===== config.mk =====
export PLATFORM = sky130hd
export DESIGN_NAME = multicycle_control
export DESIGN_NICKNAME = d
export VERILOG_FILES = /design/src/rtl/ctrl_pkg.sv /design/src/rtl/ctrl_decode.sv /design/src/rtl/multicycle_control.sv
export SDC_FILE = /design/constraint.sdc
export NUM_CORES = 1
export LEC_CHECK = 0
export CORE_MARGIN = 10
export CORE_UTILIZATION = 44
export CTS_CLUSTER_DIAMETER = 50
export DETAILED_ROUTE_END_ITERATION = 7
export PLACE_DENSITY = 0.76
export SYNTH_ARGS = -nofsm -noshare
export SYNTH_HDL_FRONTEND = slang
export SYNTH_HIERARCHICAL = 1
export SYNTH_SLANG_ARGS = --single-unit
export TNS_END_PERCENT = 100

===== constraint.sdc =====
create_clock -name clk -period 2.7 [get_ports clk]
set_input_delay 0.54 -clock clk [delete_from_list [all_inputs] [get_ports clk]]
set_output_delay 0.54 -clock clk [all_outputs]
set_load 0.03 [all_outputs]

===== src/rtl/ctrl_pkg.sv =====
// rtl/ctrl_pkg.sv - shared encodings for the multicycle control FSM and its decoder
package ctrl_pkg;

    typedef enum logic [2:0] {
        S_FETCH  = 3'd0,
        S_DECODE = 3'd1,
        S_EXEC   = 3'd2,
        S_MEM    = 3'd3,
        S_WB     = 3'd4,
        S_HALT   = 3'd5
    } state_t;

    typedef enum logic [2:0] {
        CL_RTYPE   = 3'd0,
        CL_ADDI    = 3'd1,
        CL_LOAD    = 3'd2,
        CL_STORE   = 3'd3,
        CL_BRANCH  = 3'd4,
        CL_JUMP    = 3'd5,
        CL_ILLEGAL = 3'd6
    } instr_class_t;

    typedef enum logic [1:0] {
        SZ_NONE = 2'd0,
        SZ_BYTE = 2'd1,
        SZ_HALF = 2'd2,
        SZ_WORD = 2'd3
    } access_size_t;

    localparam logic [5:0] OP_RTYPE = 6'h00;
    localparam logic [5:0] OP_J     = 6'h02;
    localparam logic [5:0] OP_BEQ   = 6'h04;
    localparam logic [5:0] OP_BNE   = 6'h05;
    localparam logic [5:0] OP_ADDI  = 6'h08;
    localparam logic [5:0] OP_LB    = 6'h20;
    localparam logic [5:0] OP_LH    = 6'h21;
    localparam logic [5:0] OP_LW    = 6'h23;
    localparam logic [5:0] OP_SB    = 6'h28;
    localparam logic [5:0] OP_SH    = 6'h29;
    localparam logic [5:0] OP_SW    = 6'h2B;

    localparam logic [5:0] FN_ADD = 6'h20;
    localparam logic [5:0] FN_SUB = 6'h22;
    localparam logic [5:0] FN_AND = 6'h24;
    localparam logic [5:0] FN_OR  = 6'h25;
    localparam logic [5:0] FN_XOR = 6'h26;
    localparam logic [5:0] FN_SLT = 6'h2A;

    localparam logic [2:0] ALU_ADD = 3'b000;
    localparam logic [2:0] ALU_SUB = 3'b001;
    localparam logic [2:0] ALU_AND = 3'b010;
    localparam logic [2:0] ALU_OR  = 3'b011;
    localparam logic [2:0] ALU_XOR = 3'b101;
    localparam logic [2:0] ALU_SLT = 3'b111;

    // One-hot {byte, halfword, word} enables for an access size.
    function automatic logic [2:0] size_to_en(input access_size_t sz);
        case (sz)
            SZ_BYTE: return 3'b100;
            SZ_HALF: return 3'b010;
            SZ_WORD: return 3'b001;
            default: return 3'b000;
        endcase
    endfunction

endpackage


===== src/rtl/ctrl_decode.sv =====
// rtl/ctrl_decode.sv - combinational opcode/funct decoder: class, ALU control, access size
module ctrl_decode
    import ctrl_pkg::*;
(
    input  logic [5:0]   i_opcode,
    input  logic [5:0]   i_funct,
    output instr_class_t o_class,
    output logic [2:0]   o_alu_op,
    output logic         o_alu_src,
    output access_size_t o_size,
    output logic         o_illegal
);

    always_comb begin
        o_class   = CL_ILLEGAL;
        o_alu_op  = ALU_ADD;
        o_alu_src = 1'b0;
        o_size    = SZ_NONE;
        case (i_opcode)
            OP_RTYPE: begin
                o_class = CL_RTYPE;
                case (i_funct)
                    FN_ADD:  o_alu_op = ALU_ADD;
                    FN_SUB:  o_alu_op = ALU_SUB;
                    FN_AND:  o_alu_op = ALU_AND;
                    FN_OR:   o_alu_op = ALU_OR;
                    FN_XOR:  o_alu_op = ALU_XOR;
                    FN_SLT:  o_alu_op = ALU_SLT;
                    default: o_class  = CL_ILLEGAL;
                endcase
            end
            OP_ADDI: begin
                o_class   = CL_ADDI;
                o_alu_src = 1'b1;
            end
            OP_LB, OP_LH, OP_LW: begin
                o_class   = CL_LOAD;
                o_alu_src = 1'b1;
                o_size    = (i_opcode == OP_LB) ? SZ_BYTE :
                            (i_opcode == OP_LH) ? SZ_HALF : SZ_WORD;
            end
            OP_SB, OP_SH, OP_SW: begin
                o_class   = CL_STORE;
                o_alu_src = 1'b1;
                o_size    = (i_opcode == OP_SB) ? SZ_BYTE :
                            (i_opcode == OP_SH) ? SZ_HALF : SZ_WORD;
            end
            OP_BEQ, OP_BNE: begin
                o_class  = CL_BRANCH;
                o_alu_op = ALU_SUB;
            end
            OP_J: begin
                o_class = CL_JUMP;
            end
            default: begin
                o_class = CL_ILLEGAL;
            end
        endcase
    end

    assign o_illegal = (o_class == CL_ILLEGAL);

endmodule


===== src/rtl/multicycle_control.sv =====
// rtl/multicycle_control.sv - multi-cycle CPU control FSM driving datapath strobes
// Optional performance counters are built when CTRL_PERF_CNT_EN is defined.
module multicycle_control
    import ctrl_pkg::*;
#(
    parameter int MEM_WAIT_MAX    = 15,
    parameter int HALT_ON_ILLEGAL = 1
)
(
    input  logic        clk,
    input  logic        reset,
    input  logic [31:0] instr,
    input  logic        zero_flag,
    input  logic        mem_ready,
    output logic [2:0]  alu_op,
    output logic        alu_src,
    output logic        branch_taken,
    output logic        jump_taken,
    output logic        pc_write,
    output logic        ir_write,
    output logic        reg_write,
    output logic        reg_dst,
    output logic        mem_to_reg,
    output logic        mem_read,
    output logic        mem_write,
    output logic        byte_en,
    output logic        halfword_en,
    output logic        word_en,
    output logic        illegal_instr,
    output logic        mem_timeout,
    output logic [2:0]  state_out
`ifdef CTRL_PERF_CNT_EN
    ,
    output logic [31:0] retired_count,
    output logic [31:0] cycle_count
`endif
);

    localparam int WAIT_W = (MEM_WAIT_MAX < 2) ? 1 : $clog2(MEM_WAIT_MAX + 1);

    state_t       r_state;
    logic [31:0]  r_ir;
    logic [WAIT_W-1:0] r_wait;

    state_t       w_next;
    instr_class_t w_class;
    logic [2:0]   w_dec_alu_op;
    logic         w_dec_alu_src;
    access_size_t w_size;
    logic         w_illegal;
    logic [2:0]   w_width;
    logic         w_is_nop;
    logic         w_timeout;

    logic [2:0]   w_alu_op;
    logic         w_alu_src;
    logic         w_branch;
    logic         w_jump;
    logic         w_pc_write;
    logic         w_ir_write;
    logic         w_reg_write;
    logic         w_reg_dst;
    logic         w_mem_to_reg;
    logic         w_mem_read;
    logic         w_mem_write;
    logic         w_width_on;
    logic         w_illegal_pulse;

    ctrl_decode u_decode (
        .i_opcode  (r_ir[31:26]),
        .i_funct   (r_ir[5:0]),
        .o_class   (w_class),
        .o_alu_op  (w_dec_alu_op),
        .o_alu_src (w_dec_alu_src),
        .o_size    (w_size),
        .o_illegal (w_illegal)
    );

    assign w_is_nop  = (r_ir == 32'd0);
    assign w_width   = size_to_en(w_size);
    assign w_timeout = (r_state == S_MEM) && (r_wait == WAIT_W'(MEM_WAIT_MAX));

    always_ff @(posedge clk or posedge reset) begin
        if (reset) begin
            r_state <= S_FETCH;
            r_ir    <= 32'd0;
            r_wait  <= '0;
        end else begin
            r_state <= w_next;
            if (r_state == S_FETCH) begin
                r_ir <= instr;
            end
            // Counter is zero whenever MEM is entered, and is dropped on abort.
            if ((r_state != S_MEM) || w_timeout) begin
                r_wait <= '0;
            end else if (!mem_ready) begin
                r_wait <= r_wait + WAIT_W'(1);
            end
        end
    end

    always_comb begin
        w_next          = r_state;
        w_alu_op        = ALU_ADD;
        w_alu_src       = 1'b0;
        w_branch        = 1'b0;
        w_jump          = 1'b0;
        w_pc_write      = 1'b0;
        w_ir_write      = 1'b0;
        w_reg_write     = 1'b0;
        w_reg_dst       = 1'b0;
        w_mem_to_reg    = 1'b0;
        w_mem_read      = 1'b0;
        w_mem_write     = 1'b0;
        w_width_on      = 1'b0;
        w_illegal_pulse = 1'b0;
        case (r_state)
            S_FETCH: begin
                w_ir_write = 1'b1;
                w_next     = S_DECODE;
            end
            S_DECODE: begin
                if (w_is_nop) begin
                    w_pc_write = 1'b1;
                    w_next     = S_FETCH;
                end else if (w_class == CL_JUMP) begin
                    w_pc_write = 1'b1;
                    w_jump     = 1'b1;
                    w_next     = S_FETCH;
                end else if (w_illegal) begin
                    w_illegal_pulse = 1'b1;
                    if (HALT_ON_ILLEGAL != 0) begin
                        w_next = S_HALT;
                    end else begin
                        w_pc_write = 1'b1;
                        w_next     = S_FETCH;
                    end
                end else begin
                    w_next = S_EXEC;
                end
            end
            S_EXEC: begin
                w_alu_op  = w_dec_alu_op;
                w_alu_src = w_dec_alu_src;
                case (w_class)
                    CL_RTYPE, CL_ADDI:  w_next = S_WB;
                    CL_LOAD, CL_STORE:  w_next = S_MEM;
                    CL_BRANCH: begin
                        w_pc_write = 1'b1;
                        w_branch   = (r_ir[31:26] == OP_BNE) ? ~zero_flag : zero_flag;
                        w_next     = S_FETCH;
                    end
                    default:            w_next = S_FETCH;
                endcase
            end
            S_MEM: begin
                w_mem_read  = (w_class == CL_LOAD);
                w_mem_write = (w_class == CL_STORE);
                w_width_on  = 1'b1;
                if (w_timeout) begin
                    w_pc_write = 1'b1;
                    w_next     = S_FETCH;
                end else if (mem_ready) begin
                    if (w_class == CL_STORE) begin
                        w_pc_write = 1'b1;
                        w_next     = S_FETCH;
                    end else begin
                        w_next = S_WB;
                    end
                end
            end
            S_WB: begin
                w_reg_write = 1'b1;
                w_pc_write  = 1'b1;
                w_reg_dst   = (w_class == CL_RTYPE);
                // Loads keep the read strobe up so read data is still valid at write-back.
                if (w_class == CL_LOAD) begin
                    w_mem_to_reg = 1'b1;
                    w_mem_read   = 1'b1;
                    w_width_on   = 1'b1;
                end
                w_next = S_FETCH;
            end
            S_HALT: begin
                w_next = S_HALT;
            end
            default: begin
                w_next = S_FETCH;
            end
        endcase
    end

    assign alu_op        = reset ? 3'b000 : w_alu_op;
    assign alu_src       = w_alu_src       & ~reset;
    assign branch_taken  = w_branch        & ~reset;
    assign jump_taken    = w_jump          & ~reset;
    assign pc_write      = w_pc_write      & ~reset;
    assign ir_write      = w_ir_write      & ~reset;
    assign reg_write     = w_reg_write     & ~reset;
    assign reg_dst       = w_reg_dst       & ~reset;
    assign mem_to_reg    = w_mem_to_reg    & ~reset;
    assign mem_read      = w_mem_read      & ~reset;
    assign mem_write     = w_mem_write     & ~reset;
    assign byte_en       = w_width_on & w_width[2] & ~reset;
    assign halfword_en   = w_width_on & w_width[1] & ~reset;
    assign word_en       = w_width_on & w_width[0] & ~reset;
    assign illegal_instr = w_illegal_pulse & ~reset;
    assign mem_timeout   = w_timeout       & ~reset;
    assign state_out     = r_state;

`ifdef CTRL_PERF_CNT_EN
    logic [31:0] r_retired;
    logic [31:0] r_cycles;

    always_ff @(posedge clk or posedge reset) begin
        if (reset) begin
            r_retired <= 32'd0;
            r_cycles  <= 32'd0;
        end else begin
            if (w_pc_write && !w_timeout) begin
                r_retired <= r_retired + 32'd1;
            end
            if (r_state != S_HALT) begin
                r_cycles <= r_cycles + 32'd1;
            end
        end
    end

    assign retired_count = r_retired;
    assign cycle_count   = r_cycles;
`endif

endmodule

Yosys cells after proc, flatten, opt, wreduce, memory -nomap -nowiden
Cells that the tools add are included.
{"block": "classes", "add_sub_neg": 1, "mul": 0, "div": 0, "magnitude_cmp": 0, "eq_ne": 34, "n_shift": 0, "muxes": 48, "bitwise_logic": 20, "reduce_logical": 13}
{"op": "== test 6 bit (second input constant)", "n": 12}
{"op": "zero test 32 bit", "n": 1}
{"op": "case mux 3 bit (5 select lines)", "n": 2}
{"op": "2-to-1 mux 3 bit", "n": 9}
{"op": "2-to-1 mux 1 bit", "n": 25}
{"op": "AND 1 bit", "n": 18}
{"op": "case mux 3 bit (6 select lines)", "n": 1}
{"op": "== test 3 bit (second input constant)", "n": 5}
{"op": "== test 3 x 2 -> 1 bit (second input constant)", "n": 4}
{"op": "== test 6 x 3 -> 1 bit (second input constant)", "n": 2}
{"op": "case mux 3 bit (2 select lines)", "n": 2}
{"op": "case mux 3 bit (3 select lines)", "n": 1}
{"op": "2-to-1 mux 4 bit", "n": 2}
{"op": "OR reduction 7 bit", "n": 1}
{"op": "== test 3 x 1 -> 1 bit (second input constant)", "n": 2}
{"op": "== test 6 x 2 -> 1 bit (second input constant)", "n": 1}
{"op": "== test 6 x 4 -> 1 bit (second input constant)", "n": 1}
{"op": "zero test 3 bit", "n": 2}
{"op": "zero test 6 bit", "n": 1}
{"op": "OR reduction 2 bit", "n": 3}
{"op": "OR reduction 3 bit", "n": 2}
{"op": "OR reduction 6 bit", "n": 1}
{"op": "adder 4 x 1 -> 4 bit (second input constant)", "n": 1}
{"op": "== test 2 bit (second input constant)", "n": 2}
{"op": "other kinds (12)", "n": 15}
{"block": "word_totals", "register_bits": 39, "latch_bits": 0, "ramBits": 0, "romBits": 0, "inputBits": 36, "out_inout_bits": 21, "wordCells": 119, "memories": 0}

Logic depth before layout (Yosys ltp)
Gate-level depths: netlist (run 1).
{"block": "depth", "depth_word": 10, "mapped_depth": 9, "ltp_nobuf": 8}

Modules after synthesis
Netlist (run 1), hierarchy kept.
{"mod": "multicycle_control", "instances": 1, "cells_each": 161, "area_per_inst_um2": 1891.8}
{"mod": "ctrl_decode", "instances": 1, "cells_each": 46, "area_per_inst_um2": 274.0}

Worst setup path before layout (run 1)
No wires, ideal clock.
{"block": "synth_timing", "path_type": "register to output", "from": "reg r_ir[1]", "to": "out mem_read", "arrival_time_ps": 2912, "required_time_ps": 2160, "slack_ps": -752, "stages_incl_launch_ff": 7, "n_path_buf": 0, "cell_sequence": "dfrtp_1 > nor3b_2 > a22o_1 > a311o_1 > nand2_1 > nand2b_1 > a2111oi_0"}
{"block": "synth_via", "elab_chain_cells": 8, "elab_cells_between_ends": 13, "classes_between": "7 x eq/ne; 4 x mux; 1 x bitwise; 1 x reduce/logical"}
{"item": "start: declaration", "line_no": "multicycle_control.sv:42", "rtl": "logic [31:0] r_ir;"}
{"item": "start signal: assignment", "line_no": "multicycle_control.sv:91", "rtl": "r_ir <= instr;"}
{"item": "== test 6 bit", "line_no": "ctrl_decode.sv:22", "rtl": "case (i_funct)"}
{"item": "OR reduction 6 bit (no source line) *"}
{"item": "2-to-1 mux 3 bit *", "line_no": "ctrl_decode.sv:22"}
{"item": "case mux 3 bit (6 select lines) *", "line_no": "ctrl_decode.sv:19", "rtl": "case (i_opcode)"}
{"item": "net w_class[1]", "line_no": "multicycle_control.sv:46", "rtl": "instr_class_t w_class;"}
{"item": "== test 3 x 2 -> 1 bit *", "line_no": "multicycle_control.sv:157, multicycle_control.sv:177"}
{"item": "2-to-1 mux 1 bit", "line_no": "multicycle_control.sv:177", "rtl": "if (w_class == CL_LOAD) begin"}
{"item": "case mux 1 bit (2 select lines) *", "line_no": "multicycle_control.sv:117", "rtl": "case (r_state)"}
{"item": "AND 1 bit *", "line_no": "multicycle_control.sv:202", "rtl": "assign mem_read = w_mem_read & ~reset;"}
{"item": "end: declaration", "line_no": "multicycle_control.sv:24", "rtl": "output logic mem_read,"}
The timed path passes the listed nets; every way through them passes the cells marked *.

Worst setup path in the final report (run 1)
{"block": "layout_timing", "from": "reg r_ir[30]", "to": "out byte_en"}
{"block": "layout_via", "elab_chain_cells": 8, "elab_cells_between_ends": 29, "classes_between": "14 x eq/ne; 9 x mux; 2 x bitwise; 4 x reduce/logical"}
{"item": "== test 6 bit / == test 6 x 3 -> 1 bit (equally long branches)", "line_no": "ctrl_decode.sv:19"}
{"item": "OR reduction 3 bit / OR reduction 2 bit (equally long branches)", "line_no": "ctrl_decode.sv:19"}
{"item": "case mux 3 bit (6 select lines) *", "line_no": "ctrl_decode.sv:19"}
{"item": "net w_class[1]", "line_no": "multicycle_control.sv:46"}
{"item": "== test 3 x 2 -> 1 bit *", "line_no": "multicycle_control.sv:177"}
{"item": "2-to-1 mux 1 bit *", "line_no": "multicycle_control.sv:177"}
{"item": "case mux 1 bit (2 select lines) *", "line_no": "multicycle_control.sv:117"}
{"item": "AND 1 bit * (2 in series)", "line_no": "multicycle_control.sv:204", "rtl": "assign byte_en = w_width_on & w_width[2] & ~reset;"}
{"item": "end: declaration", "line_no": "multicycle_control.sv:26", "rtl": "output logic byte_en,"}
Marks and branches as above.

==> flow_summary_export.csv, run 1 <==
group,metric,value,unit
run_status,status,"finished with violations",
run_status,violations,"setup timing",
job,max-cap-violations,0,
setup_path,cp_slowest_cell,"dfrtp_2",
setup_path,path_class,"flop to output pin",
sta,tightest_slew,493.0,ps
routing,met3_length,264,um
global_routing,antenna_found_initial,0,
yosys,synth_area_per_cell,10.46,um^2
routing,vias,1943,
cts,clk_latency,300,ps
sta,slew_headroom,66.83,%
routing,drt_wl_total,5.743,mm
sta,hold_viol,0,
floorplanning,initial_core_util,45.55,%
sta,timing.final.ws_setup,-503.1,ps
global_routing,grt_pass1_vias,1965,
power,power_density,1039,nW/um^2
finish,layout_common_cells,"buf_4, clkdlybuf4s50_1, dfrtp_1",
finish,num-nets-final,338,
finish,area_growth_syn_to_layout,54.94,%
global_routing,grt_max_degree,40,
placement,place_ws,-107.5,ps
routing,wl_met2,2.813,mm
yosys,synth_ff_type,"dfrtp_1",
floorplanning,die_h,90.16,um
hold_path,hp-class,"flop to flop",
placement,place_area,3054,um^2
setup_path,cp_cell_sequence,"nor4_4 -> nand2_1 -> a311o_1 -> nand2_2 -> buf_4 -> nand2b_4 -> or3_4 -> a21oi_2 -> and3b_2 -> buf_6",
yosys,yosysSeqAreaShare,45.06,%
routing,vias_per_cell,5.266,
routing,ant_nets,0,
setup_path,critPathLaunch,"r_ir[30]$_DFFE_PP0N_",
routing,wl_met1,2.556,mm
sta,min_period,3203,ps
sta,rsz0062_at_grt,"yes",
finish,drive_gt1_share,41.39,%
global_routing,overflow,0,
floorplanning,die_w,90.16,um
cts,cts.path.max_buffers,2,
floorplanning,ios,57,
setup_path,max_stage_delay,420,ps
setup_path,critPathRequiredTime,2160,ps
setup_path,critPathTopFamily,"simple AND/OR/NAND/NOR gates",
yosys,ys_ff_latch,39,
power,p_leak,1.393,nW
yosys,yosysWarnings,6,
sta,skew,4.302,ps
yosys,yosysUniqueCellTypes,44,
cts,cts_made_buffers,5,
finish,antenna_cells,0,
finish,final-instance-count-excl-fill,369,
placement,io_buffer_count,56,
sta,maxSlewViolCount,0,
cts,path_clk_slew,80,ps
setup_path,path_buf_inv,2,
yosys,syn_nets,244,
yosys,synth_edf_count,0,
sta,setup_viol,10,
cts,htree_levels,2,
placement,gp_congestion,0.8669,
yosys,syn_area,2166,um^2
power,ir_drop,530.6,uV
routing,drt_first_iter_violations,64,
setup_path,crit_arrival,2660,ps
global_routing,grt_usage,13.40,%
sta,fmax,312.2,MHz
routing,dr.max_layer_used,"met4",
yosys,synthCells,207,
floorplanning,rows,25,
routing,drc,0,
placement,hpwlAfterDp,4.285,mm
setup_path,start_kind,"flop",
sta,timing.final.crit_share,118.6,%
setup_path,regToRegSetupSlack,190,ps
finish,stdcell_area,3356,um^2
floorplanning,dieArea,8129,um^2
floorplanning,fp.coreArea,4755,um^2
setup_path,r2r_start,"r_ir[30]$_DFFE_PP0N_",
cts,clockRootBuffer,"clkbuf_8",
placement,dp.cells,356,
yosys,synthArstFlopShare,100.0,%
setup_path,cp_max_fo,5,
routing,wl_per_cell,15.56,um
hold_path,worstHoldStart,"r_ir[7]$_DFFE_PP0N_",
routing,drt-pass1-iter-count,4,
cts,cts_tree,"yes",
finish,layout_commonest_cell,"buf_4",
global_routing,grt_pass1_wl,9.142,mm
setup_path,critPathCaptureType,"output pin",
cts,cts.sinks,39,
sta,fin_tns_setup,-3090,ps
report_power, final:
part	leakage (nW)	switching, W	internal (W)
registers	0.466	0.000213	0.000864
clock network	0.0654	0.000211	0.000369
logic	0.862	0.000841	0.000987
total	1.39	0.00126	0.00222
cells by family after synthesis:
kind of cell / count (synthesis) / share of synthesized area [%]
buf+inv: 13 / 2.946
compound gates: 25 / 7.800
mux: 34 / 17.56
xor+xnor: 4 / 1.618
fa+ha+maj: 1 / 0.5776
flops: 39 / 45.06
simple gates: 91 / 24.44
metrics by stage:
stage	hold slack [ps]	util, %	total power, W
2_1_floorplan	481.1	-	0.002107
3_3_place_gp	492.0	64.24	0.002699
3_5_place_dp	499.1	64.24	0.002745
4_1_cts	516.7	68.63	0.003400
5_1_grt	529.5	70.58	0.003690
6_report	513.2	70.58	0.003486
final timing paths:
check / end / depth (start not counted)
setup / recovery: byte_en / 10
min in group asynchronous: r_wait[2]$_DFFE_PP0P_ / 3
hold / removal: r_ir[7]$_DFFE_PP0N_ / 1
max in group asynchronous: r_ir[27]$_DFFE_PP0N_ / 3
hold reg to reg: r_ir[7]$_DFFE_PP0N_ / 1
setup reg to reg: state_out[2]$_DFFE_PP0P_ / 11
worst register-to-register path: cells and delay by family, from the launching register on:
family / cells / cell delay, ps
AOI/OAI and AO/OA: 3 / 950
and+or+nand+nor: 5 / 670
DFF: 1 / 420
buffers and inverters: 3 / 360
timing repair:
| item | in CTS | in global routing |
|---|---|---|
| gates resized for setup | 15 | 13 |
| endpoints found under the setup margin | 9 | 11 |
| setup buffers | 4 | 2 |
| pin swaps | 6 | 4 |
| hold buffers | 0 | 0 |
| cloned | 0 | 0 |
metal layers:
metal | vias up | global-route usage, %
li1 | 958 | -
met2 | 46 | 22.82
met4 | 0 | 5.305
met1 | 930 | 15.30
met3 | 9 | 4.073
met5 | - | 0
state kept, by name, summed over array words and instances (netlist names):
| name | cells |
|---|---|
| r_wait | 4 |
| r_ir | 32 |
| state_out | 3 |
synthesized netlist by cell type (all sizes together), types with 2 or more instances:
master   instances  area share (%)
dfrtp           39              45
mux2            32              17
nor2            18             3.1
nor4            14             4.7
nor3            11             2.5
nand2            9             1.6
a21oi            7             1.8
buf              6             1.7
nand2b           6             1.7
nor3b            6             2.3
o21ai            6             1.4
and2             5             1.4
inv              4            0.69
nand4            4             1.2
and3             3            0.87
clkbuf           3            0.58
nand3            3            0.69
nand3b           3             1.0
nor2b            3            0.98
a2111oi          2            0.81
and3b            2            0.81
mux2i            2            0.92
o41ai            2            0.81
xnor2            2            0.81
xor2             2            0.81
final cells by class:
cell class                 count  area, um^2
tap                           67       83.83
multi-input combinational    155        1282
clock buffer                   6       72.57
fill                         355        1399
clock inverter                 2       60.06
timing repair buffer          96       860.8
sequential                    39       980.9
inverter                       4       15.01
Note: power is estimated with default switching activity, not from simulation.
==> run 2, diff against run 1 <==
--- a/config.mk
+++ b/config.mk
@@ -5,11 +5,12 @@
 export SDC_FILE = /design/constraint.sdc
 export NUM_CORES = 1
 export LEC_CHECK = 0
-export CORE_MARGIN = 10
+export CORE_MARGIN = 2
 export CORE_UTILIZATION = 44
 export CTS_CLUSTER_DIAMETER = 50
 export DETAILED_ROUTE_END_ITERATION = 7
 export PLACE_DENSITY = 0.76
+export SKIP_CTS_REPAIR_TIMING = 1
 export SYNTH_ARGS = -nofsm -noshare
 export SYNTH_HDL_FRONTEND = slang
 export SYNTH_HIERARCHICAL = 1
==> flow_summary_export.csv, run 2 (same netlist as run 1, synthesis figures left out) <==
group,metric,value,unit
floorplanning,dieArea,5500,um^2
routing,drt-pass1-iter-count,4,
sta,slew_headroom,67.81,%
global_routing,grt_pass1_wl,8.569,mm
setup_path,path_buf_inv,1,
floorplanning,ios,57,
floorplanning,rows,25,
setup_path,critPathRequiredTime,2160,ps
hold_path,hp-class,"flop to flop",
sta,hold_slack,512.9,ps
setup_path,r2r_start,"r_ir[30]$_DFFE_PP0N_",
floorplanning,die_w,74.16,um
finish,antenna_cells,0,
floorplanning,initial_core_util,45.85,%
setup_path,cp_slowest_cell,"dfrtp_2",
setup_path,cp_cell_sequence,"nor4_4 -> nand2_1 -> a311o_1 -> nand2_2 -> nand2b_4 -> or3_1 -> a21oi_2 -> and3b_2 -> buf_6",
setup_path,path_class,"flop to output pin",
finish,drive_gt1_share,39.73,%
finish,num-nets-final,333,
setup_path,critPathTopFamily,"simple AND/OR/NAND/NOR gates",
sta,min_period,3108,ps
cts,cts_tree,"yes",
cts,clk_latency,300,ps
placement,io_buffer_count,56,
routing,wl_per_cell,14.07,um
cts,htree_levels,2,
floorplanning,fp.coreArea,4723,um^2
routing,drc,0,
placement,gp_congestion,0.8188,
run_status,violations,"setup timing",
cts,path_clk_slew,70,ps
finish,area_growth_syn_to_layout,50.61,%
finish,largest_reg_flops,32,
routing,ant_nets,0,
placement,place_area,3034,um^2
sta,maxSlewViolCount,0,
routing,drt_first_iter_violations,90,
sta,timing.final.ws_setup,-407.7,ps
setup_path,crit_arrival,2570,ps
finish,layout_commonest_cell,"buf_4",
sta,hold_viol,0,
cts,cts_made_buffers,5,
finish,largest-register,"r_ir",
run_status,status,"finished with violations",
sta,setup_viol,10,
global_routing,antenna_found_initial,0,
setup_path,max_stage_delay,430,ps
cts,cts.sinks,39,
global_routing,grt_pass1_vias,1872,
job,max-cap-violations,0,
finish,layout_common_cells,"buf_4, clkdlybuf4s50_1, dfrtp_1",
placement,place_ws,-114.9,ps
routing,vias,1934,
sta,rsz0062_at_grt,"yes",
finish,stdcell_area,3262,um^2
sta,tightest_slew,477.8,ps
setup_path,cp_max_fo,6,
power,p_leak,1.363,nW
placement,hpwlAfterDp,3.896,mm
routing,drt_wl_total,5.121,mm
setup_path,start_kind,"flop",
setup_path,critPathCaptureType,"output pin",
cts,cts.path.max_buffers,2,
power,power_density,1026,nW/um^2
sta,skew,7.008,ps
global_routing,overflow,0,
global_routing,grt_usage,20.36,%
power,finalPower,0.003347,W
floorplanning,die_h,74.16,um
hold_path,worstHoldStart,"r_ir[25]$_DFFE_PP0N_",
sta,fmax,321.8,MHz
power,ir_drop,512.8,uV
setup_path,critPathLaunch,"r_ir[30]$_DFFE_PP0N_",
global_routing,grt_max_degree,40,
cts,clockRootBuffer,"clkbuf_8",
routing,vias_per_cell,5.313,
sta,timing.final.crit_share,115.1,%
==> run 2: routing by layer <==
metal  global-route usage [%]  part of all wire [%]  vias to the layer above  wire length (um)
met2                    33.63                    50                       53              2564
met4                    6.667                   1.9                        0                97
li1                         -                     -                      947                 -
met1                    26.11                    43                      923              2196
met3                    5.420                   5.1                       11               262
met5                        0                     0                        -                 0
==> run 2: where the power goes <==
group | internal [W] | total, W | switching (W)
combinational | 0.000910 | 0.00170 | 0.000795
sequential | 0.000866 | 0.00107 | 0.000204
clock | 0.000369 | 0.000572 | 0.000202
total | 0.00215 | 0.00335 | 0.00120
==> run 2: path summary, 6_finish.rpt <==
kind | to | depth (start not counted) | slack, ps
worst max-delay path | byte_en | 9 | -410
worst min-delay path | r_ir[25]$_DFFE_PP0N_ | 1 | 510
worst max register to register | state_out[2]$_DFFE_PP0P_ | 10 | 260
worst min register to register | r_ir[25]$_DFFE_PP0N_ | 1 | 510
max in group asynchronous | r_ir[0]$_DFFE_PP0N_ | 4 | 1400
min in group asynchronous | state_out[0]$_DFFE_PP0P_ | 4 | 920
==> run 2: metrics by stage <==
step / setup TNS, ps / utilization (%) / cells
detailed placement: -397.6 / 64.24 / 353
CTS: -2713 / 67.05 / 361
finish: -2266 / 69.06 / 364
global route: -3348 / 69.06 / 364
global placement: -133.3 / 64.24 / 353
floorplan: -350.4 / - / 207
==> run 2: cell type report <==
cell class              instances  area, um^2
flip-flops and latches         39       982.2
well taps                      67       83.83
inverters                       4       15.01
clock buffers                   6       72.57
fillers                       373        1461
multi-input cells             155        1239
clock inverters                 2       60.06
repair buffers                 91       809.5
==> run 3, diff against run 2 <==
--- a/config.mk
+++ b/config.mk
@@ -9,7 +9,7 @@
 export CORE_UTILIZATION = 44
 export CTS_CLUSTER_DIAMETER = 50
 export DETAILED_ROUTE_END_ITERATION = 7
-export PLACE_DENSITY = 0.76
+export PLACE_DENSITY = 0.74
 export SKIP_CTS_REPAIR_TIMING = 1
 export SYNTH_ARGS = -nofsm -noshare
 export SYNTH_HDL_FRONTEND = slang
==> constraint.sdc (replaced) <==
create_clock -name clk -period 2.5 [get_ports clk]
set_input_delay 0.5 -clock clk [delete_from_list [all_inputs] [get_ports clk]]
set_output_delay 0.5 -clock clk [all_outputs]
set_load 0.03 [all_outputs]
==> flow_summary_export.csv, run 3 (same netlist as run 1, synthesis figures left out) <==
group,metric,value,unit
hold_path,hp-class,"flop to flop",
global_routing,antenna_found_initial,0,
cts,clockRootBuffer,"clkbuf_8",
floorplanning,rows,25,
cts,cts_tree,"yes",
global_routing,grt_pass1_wl,8.542,mm
sta,tightest_slew,561.4,ps
routing,drc,0,
hold_path,min_to,"r_ir[18]$_DFFE_PP0N_",
routing,drt_first_iter_violations,145,
routing,vias,1983,
setup_path,path_class,"flop to output pin",
run_status,violations,"setup timing",
floorplanning,fp.coreArea,4723,um^2
sta,skew,3.880,ps
setup_path,r2r-end,"state_out[2]$_DFFE_PP0P_",
cts,cts.sinks,39,
finish,num-nets-final,338,
finish,layout_common_cells,"buf_4, clkdlybuf4s50_1, dfrtp_1",
setup_path,critPathLaunch,"r_ir[2]$_DFFE_PP0N_",
floorplanning,initial_core_util,45.85,%
cts,clk_latency,290,ps
placement,io_buffer_count,56,
finish,antenna_cells,0,
sta,min_period,3021,ps
setup_path,r2r_start,"r_ir[30]$_DFFE_PP0N_",
finish,drive_gt1_share,43.38,%
cts,cts.path.max_buffers,2,
power,p_leak,1.411,nW
global_routing,overflow,0,
global_routing,grt_pass1_vias,1922,
sta,fin_tns_setup,-3516,ps
finish,area_growth_syn_to_layout,55.34,%
placement,hpwlAfterDp,3.822,mm
job,max-cap-violations,0,
floorplanning,dieArea,5500,um^2
setup_path,reg2regPathDepth,10,
hold_path,hold_depth,1,
routing,ant_nets,0,
finish,layout_commonest_cell,"buf_4",
floorplanning,die_h,74.16,um
placement,dp.cells,359,
setup_path,crit_arrival,2520,ps
sta,timing.final.ws_setup,-521.2,ps
cts,cts_made_buffers,5,
sta,setup_viol,11,
sta,timing.final.crit_share,120.8,%
routing,drt_wl_total,5.212,mm
setup_path,critPathCaptureType,"output pin",
cts,htree_levels,2,
power,ir_drop,609.1,uV
floorplanning,ios,57,
setup_path,regToRegSetupSlack,130,ps
sta,slew_headroom,62.37,%
routing,drt-pass1-iter-count,4,
finish,largest-register,"r_ir",
setup_path,cp_max_fo,4,
placement,gp_congestion,0.9467,
floorplanning,die_w,74.16,um
finish,fin_util,71.23,%
run_status,status,"finished with violations",
finish,multi_input_area,1280,um^2
finish,final-instance-count-excl-fill,369,
finish,regArea,982.2,um^2
cts,path_clk_slew,80,ps
finish,fillCellCount,354,
power,power_density,1100,nW/um^2
sta,fmax,331.0,MHz
setup_path,critPathRequiredTime,2000,ps
routing,wl_per_cell,14.12,um
finish,largest_reg_flops,32,
hold_path,worstHoldStart,"r_ir[18]$_DFFE_PP0N_",
setup_path,start_kind,"flop",
sta,maxSlewViolCount,0,
sta,rsz0062_at_grt,"yes",
global_routing,grt_usage,20.38,%
sta,hold_viol,0,
global_routing,grt_max_degree,37,
routing,vias_per_cell,5.374,
run 3: worst max-delay path by stage:
stage	to	cells past startpoint	slack, ps
2_1_floorplan	pc_write	8	-220
4_1_cts	pc_write	9	-590
3_5_place_dp	pc_write	9	-250
5_1_grt	halfword_en	9	-680
3_3_place_gp	pc_write	9	-220
6_report	pc_write	10	-520
run 3: final cells by class:
cell class	instances	share of cell area [%]
multi-input cells	155	38.04
flip-flops and latches	39	29.19
repair buffers	96	26.22
well taps	67	2.492
clock buffers	6	2.454
clock inverters	2	1.153
inverters	4	0.4463
run 3: worst max-delay path, cell delays in order (launching register included):
cell and delay, ps:
dfrtp_2 440, nor3b_4 220, a22o_1 170, a311o_1 250, nand2_2 130, buf_6 140
nor3b_2 180, nor2_1 80, a2111oi_2 330, a211o_1 140, buf_4 150
run 3: metrics by stage:
step / power (W) / worst slack, ps / hold WS, ps / instance area [um^2]
after floorplan: 0.002283 / -223.5 / 481.1 / 2258
after global placement: 0.002980 / -218.2 / 492.1 / 3124
after detailed placement: 0.003017 / -252.8 / 499.0 / 3124
after CTS: 0.003587 / -590.1 / 517.3 / 3246
after global routing: 0.003934 / -680.4 / 528.0 / 3364
final: 0.003700 / -521.2 / 514.6 / 3364
run 3: layer usage:
layer | vias up | GRT usage [%] | routed length, um
met2 | 53 | 33.43 | 2502
met1 | 964 | 26.70 | 2365
met3 | 8 | 4.201 | 267
li1 | 958 | - | -
met4 | 0 | 7.677 | 78
met5 | - | 0 | 0
run 3: power breakdown:
| group | leakage, nW | internal [W] | switching, W |
|---|---|---|---|
| combinational | 0.885 | 0.00106 | 0.000927 |
| clock | 0.0618 | 0.000328 | 0.000230 |
| sequential | 0.465 | 0.000936 | 0.000216 |
| total | 1.41 | 0.00233 | 0.00137 |
